### src/rtl/l15_simple_transducer.sv
// ----------------------------------------------------------------------------
// l15_simple_transducer
//
// Single-outstanding request initiator for the core side of the L1.5
// transducer interface. A simple valid/ready load/store port is turned into
// transducer_l15_* requests. The L1.5 ack is handled, and the
// l15_transducer_* response stream is consumed. Every response is
// acknowledged in the cycle it appears. Responses that do not complete the
// outstanding request (invalidations, strays, type mismatches) are discarded
// and counted in a saturating counter.
//
// Ports
//   clk, rst_n                  clock, asynchronous active-low reset
//   req_val/req_rdy             upstream request handshake (ready only in IDLE)
//   req_we/addr/size/nc/wdata   upstream request fields (store data right-aligned)
//   resp_val/rdata/err          one-cycle completion pulse with load data / error
//   drop_cnt                    saturating count of discarded responses
//   transducer_l15_*            request to the L1.5 (unused fields tied to 0)
//   l15_transducer_ack          L1.5 accepted the request
//   l15_transducer_val/...      response stream from the L1.5
//   transducer_l15_req_ack      response consumed (combinational)
// ----------------------------------------------------------------------------
module l15_simple_transducer #(
    parameter int DROP_CNT_W = 8
) (
    input  logic                  clk,
    input  logic                  rst_n,
    input  logic                  req_val,
    output logic                  req_rdy,
    input  logic                  req_we,
    input  logic [39:0]           req_addr,
    input  logic [2:0]            req_size,
    input  logic                  req_nc,
    input  logic [63:0]           req_wdata,
    output logic                  resp_val,
    output logic [63:0]           resp_rdata,
    output logic [1:0]            resp_err,
    output logic [DROP_CNT_W-1:0] drop_cnt,
    output logic                  transducer_l15_val,
    output logic [4:0]            transducer_l15_rqtype,
    output logic                  transducer_l15_nc,
    output logic [2:0]            transducer_l15_size,
    output logic [39:0]           transducer_l15_address,
    output logic [63:0]           transducer_l15_data,
    output logic [3:0]            transducer_l15_amo_op,
    output logic                  transducer_l15_threadid,
    output logic                  transducer_l15_prefetch,
    output logic                  transducer_l15_invalidate_cacheline,
    output logic                  transducer_l15_blockstore,
    output logic                  transducer_l15_blockinitstore,
    output logic [1:0]            transducer_l15_l1rplway,
    output logic [63:0]           transducer_l15_data_next_entry,
    output logic [32:0]           transducer_l15_csm_data,
    input  logic                  l15_transducer_ack,
    input  logic                  l15_transducer_val,
    input  logic [3:0]            l15_transducer_returntype,
    input  logic [1:0]            l15_transducer_error,
    input  logic [63:0]           l15_transducer_data_0,
    input  logic [63:0]           l15_transducer_data_1,
    output logic                  transducer_l15_req_ack
);

    localparam logic [4:0] LOAD_RQ  = 5'b00000;
    localparam logic [4:0] STORE_RQ = 5'b00001;
    localparam logic [3:0] LOAD_RET = 4'b0000;
    localparam logic [3:0] ST_ACK   = 4'b0100;
    localparam logic [DROP_CNT_W-1:0] DROP_ONE = 1;

    typedef enum logic [1:0] {
        IDLE,
        REQ,
        WAIT_RESP
    } state_t;

    state_t                r_state;
    logic                  r_req_rdy;
    logic                  r_we;
    logic [3:0]            r_exp_type;
    logic                  r_tl_val;
    logic [4:0]            r_tl_rqtype;
    logic                  r_tl_nc;
    logic [2:0]            r_tl_size;
    logic [39:0]           r_tl_address;
    logic [63:0]           r_tl_data;
    logic                  r_resp_val;
    logic [63:0]           r_resp_rdata;
    logic [1:0]            r_resp_err;
    logic [DROP_CNT_W-1:0] r_drop_cnt;

    logic w_match;
    logic w_complete;
    logic w_drop;

    // The L1.5 expects narrow store data replicated across the 8-byte lane.
    function automatic logic [63:0] replicate(input logic [2:0] size,
                                              input logic [63:0] data);
        logic [63:0] result;
        case (size)
            3'd0:    result = {8{data[7:0]}};
            3'd1:    result = {4{data[15:0]}};
            3'd2:    result = {2{data[31:0]}};
            default: result = data;
        endcase
        return result;
    endfunction

    // A response completes the request only in WAIT_RESP, or in REQ when the
    // ack lands in the same cycle. Any other response is dropped.
    assign w_match    = l15_transducer_val && (l15_transducer_returntype == r_exp_type);
    assign w_complete = w_match &&
                        ((r_state == WAIT_RESP) || ((r_state == REQ) && l15_transducer_ack));
    assign w_drop     = l15_transducer_val && !w_complete;

    // Main control: the request/response state machine with all registered
    // outputs. resp_val defaults low each cycle so that it is a single pulse.
    always_ff @(posedge clk or negedge rst_n) begin
        if (!rst_n) begin
            r_state      <= IDLE;
            r_req_rdy    <= 1'b1;
            r_we         <= 1'b0;
            r_exp_type   <= 4'd0;
            r_tl_val     <= 1'b0;
            r_tl_rqtype  <= 5'd0;
            r_tl_nc      <= 1'b0;
            r_tl_size    <= 3'd0;
            r_tl_address <= 40'd0;
            r_tl_data    <= 64'd0;
            r_resp_val   <= 1'b0;
            r_resp_rdata <= 64'd0;
            r_resp_err   <= 2'd0;
            r_drop_cnt   <= '0;
        end else begin
            r_resp_val <= 1'b0;

            if (w_drop && (r_drop_cnt != '1)) begin
                r_drop_cnt <= r_drop_cnt + DROP_ONE;
            end

            if (w_complete) begin
                r_resp_val   <= 1'b1;
                r_resp_err   <= l15_transducer_error;
                r_resp_rdata <= r_we ? 64'd0 :
                                (r_tl_address[3] ? l15_transducer_data_1
                                                 : l15_transducer_data_0);
            end

            case (r_state)
                IDLE: begin
                    if (req_val) begin
                        r_we         <= req_we;
                        r_exp_type   <= req_we ? ST_ACK : LOAD_RET;
                        r_tl_val     <= 1'b1;
                        r_tl_rqtype  <= req_we ? STORE_RQ : LOAD_RQ;
                        r_tl_nc      <= req_nc;
                        r_tl_size    <= req_size;
                        r_tl_address <= req_addr;
                        r_tl_data    <= req_we ? replicate(req_size, req_wdata) : 64'd0;
                        r_req_rdy    <= 1'b0;
                        r_state      <= REQ;
                    end
                end
                REQ: begin
                    if (l15_transducer_ack) begin
                        r_tl_val <= 1'b0;
                        if (w_complete) begin
                            r_req_rdy <= 1'b1;
                            r_state   <= IDLE;
                        end else begin
                            r_state <= WAIT_RESP;
                        end
                    end
                end
                WAIT_RESP: begin
                    if (w_complete) begin
                        r_req_rdy <= 1'b1;
                        r_state   <= IDLE;
                    end
                end
                default: begin
                    r_req_rdy <= 1'b1;
                    r_tl_val  <= 1'b0;
                    r_state   <= IDLE;
                end
            endcase
        end
    end

    assign req_rdy                = r_req_rdy;
    assign resp_val               = r_resp_val;
    assign resp_rdata             = r_resp_rdata;
    assign resp_err               = r_resp_err;
    assign drop_cnt               = r_drop_cnt;
    assign transducer_l15_val     = r_tl_val;
    assign transducer_l15_rqtype  = r_tl_rqtype;
    assign transducer_l15_nc      = r_tl_nc;
    assign transducer_l15_size    = r_tl_size;
    assign transducer_l15_address = r_tl_address;
    assign transducer_l15_data    = r_tl_data;

    // Every response is consumed the cycle it appears, whatever the state.
    assign transducer_l15_req_ack = l15_transducer_val;

    assign transducer_l15_amo_op               = 4'd0;
    assign transducer_l15_threadid             = 1'b0;
    assign transducer_l15_prefetch             = 1'b0;
    assign transducer_l15_invalidate_cacheline = 1'b0;
    assign transducer_l15_blockstore           = 1'b0;
    assign transducer_l15_blockinitstore       = 1'b0;
    assign transducer_l15_l1rplway             = 2'd0;
    assign transducer_l15_data_next_entry      = 64'd0;
    assign transducer_l15_csm_data             = 33'd0;

endmodule

### config.mk
export PLATFORM = sky130hd
export DESIGN_NAME = l15_simple_transducer
export DESIGN_NICKNAME = d
export VERILOG_FILES = /design/src/rtl/l15_simple_transducer.sv
export SDC_FILE = /design/constraint.sdc
export NUM_CORES = 1
export LEC_CHECK = 0
export ABC_AREA = 1
export BUFFER_PORTS_ARGS = -buffer_cell sky130_fd_sc_hd__buf_4
export CORE_AREA = 2 2 213 215
export DETAILED_ROUTE_END_ITERATION = 12
export DIE_AREA = 0 0 215 217
export HOLD_SLACK_MARGIN = 0.05
export SYNTH_ARGS = -nofsm -noshare
export SYNTH_HDL_FRONTEND = slang
export SYNTH_SLANG_ARGS = --single-unit
### constraint.sdc
create_clock -name clk -period 2.5 [get_ports clk]
set_input_delay 0.375 -clock clk [delete_from_list [all_inputs] [get_ports clk]]
set_output_delay 0.375 -clock clk [all_outputs]
set_load 0.01 [all_outputs]
======== After elaboration in Yosys (flattened, before gate mapping) ========
Cells that the tools add are included.
cells by class
  equal/unequal tests ..................... 9
  reductions and logical operators ........ 13
  $add $sub $neg .......................... 1
  bitwise gates (word level) .............. 1
  muxes and demuxes ....................... 19
operators with widths
  kind                                                              count
  64-bit two-way mux                                                3
  64-bit case mux with 3 select lines                               1
  8-bit by 1-bit adder with 8-bit output (second input constant)    1
  2-bit two-way mux                                                 4
  8-bit != test (second input constant)                             1
  1-bit two-way mux                                                 7
  2-bit != test (second input constant)                             3
  1-bit case mux with 3 select lines                                2
  2-bit case mux with 3 select lines                                1
  3-bit AND reduction                                               2
  1-bit logical AND                                                 5
  4-bit == test                                                     1
  2-bit AND reduction                                               2
  3-bit by 1-bit == test with 1-bit output (second input constant)  1
  3-bit by 2-bit == test with 1-bit output (second input constant)  1
  3-bit logical NOT                                                 1
  3-bit two-way mux                                                 1
  2-bit by 1-bit == test with 1-bit output (second input constant)  1
  2-bit == test (second input constant)                             1
  2-bit logical NOT                                                 1
  1-bit logical NOT                                                 1
  1-bit logical OR                                                  1
  1-bit inverter                                                    1
word-level totals
  register bits after elaboration ......... 197
  output and inout port bits .............. 299

======== Depth between registers and ports, before layout ========
  word-level depth ........................ 7
  depth in mapped cells ................... 9

======== Worst setup path after synthesis ========
No wires, ideal clock.
  path kind ............................... reg-to-reg
  start point ............................. register r_state[0]
  end point ............................... register r_tl_data[22] (netlist: transducer_l15_data[22])
  data required time ...................... 2,383 ps
  path slack .............................. 1,054 ps
  data arrival time ....................... 1,330 ps
  stages on the path, launching flop included .. 10
  path buffers ............................ 1
  library setup time ...................... 117 ps
  path through ............................ dfrtp_1 > inv_1 > ha_1 > nand2_1 > nor2_2 > inv_2 > clkbuf_1 > nor2_1 > nand2_1 > nand2_1
on the way
  cells in the longest elaborated chain, start to end .. 2
ends and longest elaborated chain
  what                           line  RTL
  start: declaration             75    state_t r_state;
  start signal: assignment       118   r_state <= IDLE;
  start signal: assignment       159   r_state <= REQ;
  start signal: assignment       167   r_state <= IDLE;
  2-bit logical NOT              147   case (r_state)
  2-bit AND reduction (no line)  -
  end signal: assignment         157   r_tl_data <= req_we ? replicate(req_size, req_wdata) : 64'd0;
  end: declaration               84    logic [63:0] r_tl_data;
Every way passes these cells.
A chain may end at the register's enable or synchronous reset.

======== Worst setup path in the final report ========
  start point ............................. register r_tl_address[3] (netlist: transducer_l15_address[3])
  end point ............................... output transducer_l15_address[3]
RTL lines
  what                      line  RTL
  start: declaration        83    logic [39:0] r_tl_address;
  start signal: assignment  156   r_tl_address <= req_addr;
  end: declaration          43    output logic [39:0] transducer_l15_address,
No word-level cell between the ends.

==> impl_metrics.csv <==
group,metric,value,unit
sta,hold_ws,0.102,ns
setup_path,ff2ff_path_depth,4,
final_layout,drive_gt1_frac,0.295,
setup_path,path_class,"reg -> out",
sta,slew_violations,0,
sta,finClkSkew,0.00991,ns
sta,finalSetupViolCount,0,
final_layout,fin_util,0.313,
power,p_leak,7.41,nW
drt,dr.pass1.iters,5,
sta,rsz0062_at_grt,"false",
logic_synthesis,ys_warn_count,0,
final_layout,syn_to_final_growth,43.7,%
power,finalPower,15.3,mW
sta,worst_pin_slew,0.786,ns
sta,maxSlewHeadroom,0.473,
clocking,numCtsBuffers,17,
sta,min_period,2.02,ns
sta,fmax,495,MHz
clocking,cts_sinks,188,
grt,grt_pass1_wl,53.5,mm
drt,totalWireLength,35.6,mm
outcome,outcome,"finished clean",
sta,period_share,0.808,
setup_path,start_kind,"register",
grt,grt_overflow,0,
drt,drc,0,
final_layout,fill_cells,4837,
die,die_area,0.0467,sq mm
setup_path,rrSetupSlack,0.61,ns
sta,final-hold-violation-count,0,
die,die_w,215,um
power,power_density,1100,mW/mm^2
min_path,whs_endpoint,"transducer_l15_address[19]",
die,die_h,217,um
logic_synthesis,synthFlopType,"dfrtp_1",
clocking,cts_tree,"yes",
setup_path,crit_fanout,65,
die,start_util,0.218,
clocking,htreeDepth,4,
drt,wl_per_cell,15.4,um
die,row_count,78,
place,dpl_cell_area,0.0132,sq mm
setup_path,arrival,1.64,ns
power,ir_drop,0.489,mV
place,numPortBuffers,434,
min_path,hold_class,"in -> reg",
clocking,clock_latency,0.47,ns
min_path,worstHoldStart,"req_addr[19]",
grt,grt_max_degree,93,
grt,antenna_found_initial,0,
logic_synthesis,synth_top_area_share,0.481,
logic_synthesis,synthArstFlopShare,1.00,
drt,ant_nets,0,
setup_path,r2r_end,"resp_rdata[15]",
grt,grt_use_total,0.150,
setup_path,reg2reg_from,"transducer_l15_address[3]",
final_layout,nets,1945,
clocking,clk_pin_slew,0.08,ns
logic_synthesis,ys_types,28,
place,place.gp.congestion,0.987,
die,io_pins,547,
drt,drtIter0Drc,445,
logic_synthesis,synth_edf_count,0,
die,core_area,0.0447,sq mm
clocking,clock_path_buffers,2,
final_layout,n_antenna_cell,0,
drt,vias_per_cell,4.12,
setup_path,cp-end-kind,"primary output",
place,place_hpwl,27.2,mm
logic_synthesis,syn_area,0.00972,sq mm
clocking,root_buffer,"clkbuf_16",
logic_synthesis,ys_top_cells_by_area,"dfrtp_1 (48%), nand2_1 (16%), buf_4 (9.1%), nor2_1 (7.2%), o21ai_0 (5.0%)",
logic_synthesis,ys_seq_elements,188,
logic_synthesis,syn_inst,1279,
logic_synthesis,avgSynthCellArea,7.60,sq um
sta,setup_tns,0,ns
final_layout,fin_area,0.0140,sq mm
drt,vias,9510,
run,cap_violations,0,
min_path,hold_depth,3,
logic_synthesis,synth_top_area_cell,"dfrtp_1",
grt,grt_pass1_vias,9336,
clocking,cts_resized,0,
logic_synthesis,ys_seq_area_frac,0.484,
setup_path,required,2.12,ns
[cell usage after synthesis, types with 2 or more instances]
library cell	n
a21oi_1	12
buf_1	2
buf_2	20
buf_4	118
buf_6	3
clkbuf_1	39
dfrtp_1	187
ha_1	4
inv_1	41
inv_2	7
nand2_1	426
nand3_1	16
nand3_2	3
nor2_1	186
nor2_2	3
o211ai_1	15
o21ai_0	97
o21ai_1	86
or2_0	2
xnor2_1	3
xor2_1	2
[cell usage in the layout, fill, tap and decap left out, types with 2 or more instances in the layout]
master / instances
conb_1: 112
nor2_1: 186
dfrtp_1: 185
bufinv_16: 4
clkinv_4: 2
o21ai_0: 97
clkbuf_16: 17
ha_1: 4
nand2_1: 425
buf_12: 5
o21ai_1: 86
or2_0: 2
nor2_2: 3
o211ai_1: 15
inv_2: 7
clkbuf_8: 3
clkinv_1: 2
inv_6: 4
nand3_1: 16
buf_4: 448
nand3_2: 2
xor2_1: 2
xnor2_1: 3
a21oi_1: 12
dfrtp_2: 2
inv_1: 40
dlygate4sd3_1: 12
[area by class of cell]
type / instances / area [sq um] / area share
Inverter: 49 / 184 / 0.0132
Clock buffer: 20 / 457 / 0.0327
Timing Repair Buffer: 466 / 3600 / 0.257
Tap cell: 600 / 751 / 0.0537
Multi-Input combinational cell: 971 / 4090 / 0.293
Sequential cell: 188 / 4710 / 0.337
Clock inverter: 12 / 185 / 0.0133
[routing by layer]
layer / vias up / track usage / part of all wire
li1: 4625 / - / -
met1: 4392 / 0.174 / 0.40
met2: 437 / 0.247 / 0.48
met3: 56 / 0.0527 / 0.085
met4: 0 / 0.0708 / 0.036
met5: - / 0 / 0
[worst max-delay path, stage by stage, from the launching register on]
cell and delay (ns):
dfrtp_2 0.36, buf_4 0.57, buf_4 0.24
[state kept, by name, summed over array words and instances, names as in the netlist]
register and cells:
transducer_l15_data 64, r_state 2, r_exp_type 1, resp_rdata 64
transducer_l15_val 1, resp_val 1, req_rdy 1, resp_err 2
transducer_l15_size 3, transducer_l15_nc 1, transducer_l15_address 40, drop_cnt 8
[timing repair]
item	in CTS	in global routing
buffers inserted	0	0
endpoints found under the hold margin	64	0
hold buffers	12	0
endpoints found under the setup margin	0	0
[how the worst max path moves through the flow]
stage                                    from                         to  slack, ns  cells after the start
global placement                r_exp_type[2]             resp_rdata[44]       0.61                      7
CTS                 transducer_l15_address[3]  transducer_l15_address[3]       0.43                      2
detailed placement              r_exp_type[2]             resp_rdata[48]       0.61                      7
global route        transducer_l15_address[3]  transducer_l15_address[3]       0.34                      2
floorplan                          r_state[0]    transducer_l15_data[22]       1.05                      9
finish              transducer_l15_address[3]  transducer_l15_address[3]       0.48                      2
[cells by family after synthesis]
kind of cell | after synthesis | share of synthesized area
AO/OA/AOI/OAI | 211 | 0.114
XOR/XNOR | 5 | 0.00450
adder cells (fa/ha/maj) | 4 | 0.00515
buffers and inverters | 231 | 0.140
flip-flops | 188 | 0.484
other | 1 | 0.000386
AND/OR/NAND/NOR | 639 | 0.253
[report_power, final]
part / leakage, nW / total [mW] / internal [mW] / switching (mW)
registers: 2.46 / 5.43 / 4.47 / 0.965
logic: 4.64 / 6.86 / 3.12 / 3.75
clock network: 0.312 / 3.04 / 1.74 / 1.30
[per-stage QoR]
stage          worst slack, ns  instances
6_report                 0.480       2306
3_3_place_gp             0.615       2262
5_1_grt                  0.342       2306
4_1_cts                  0.426       2306
3_5_place_dp             0.609       2262
2_1_floorplan             1.05       1390
Note: power is estimated with default switching activity, not from simulation.
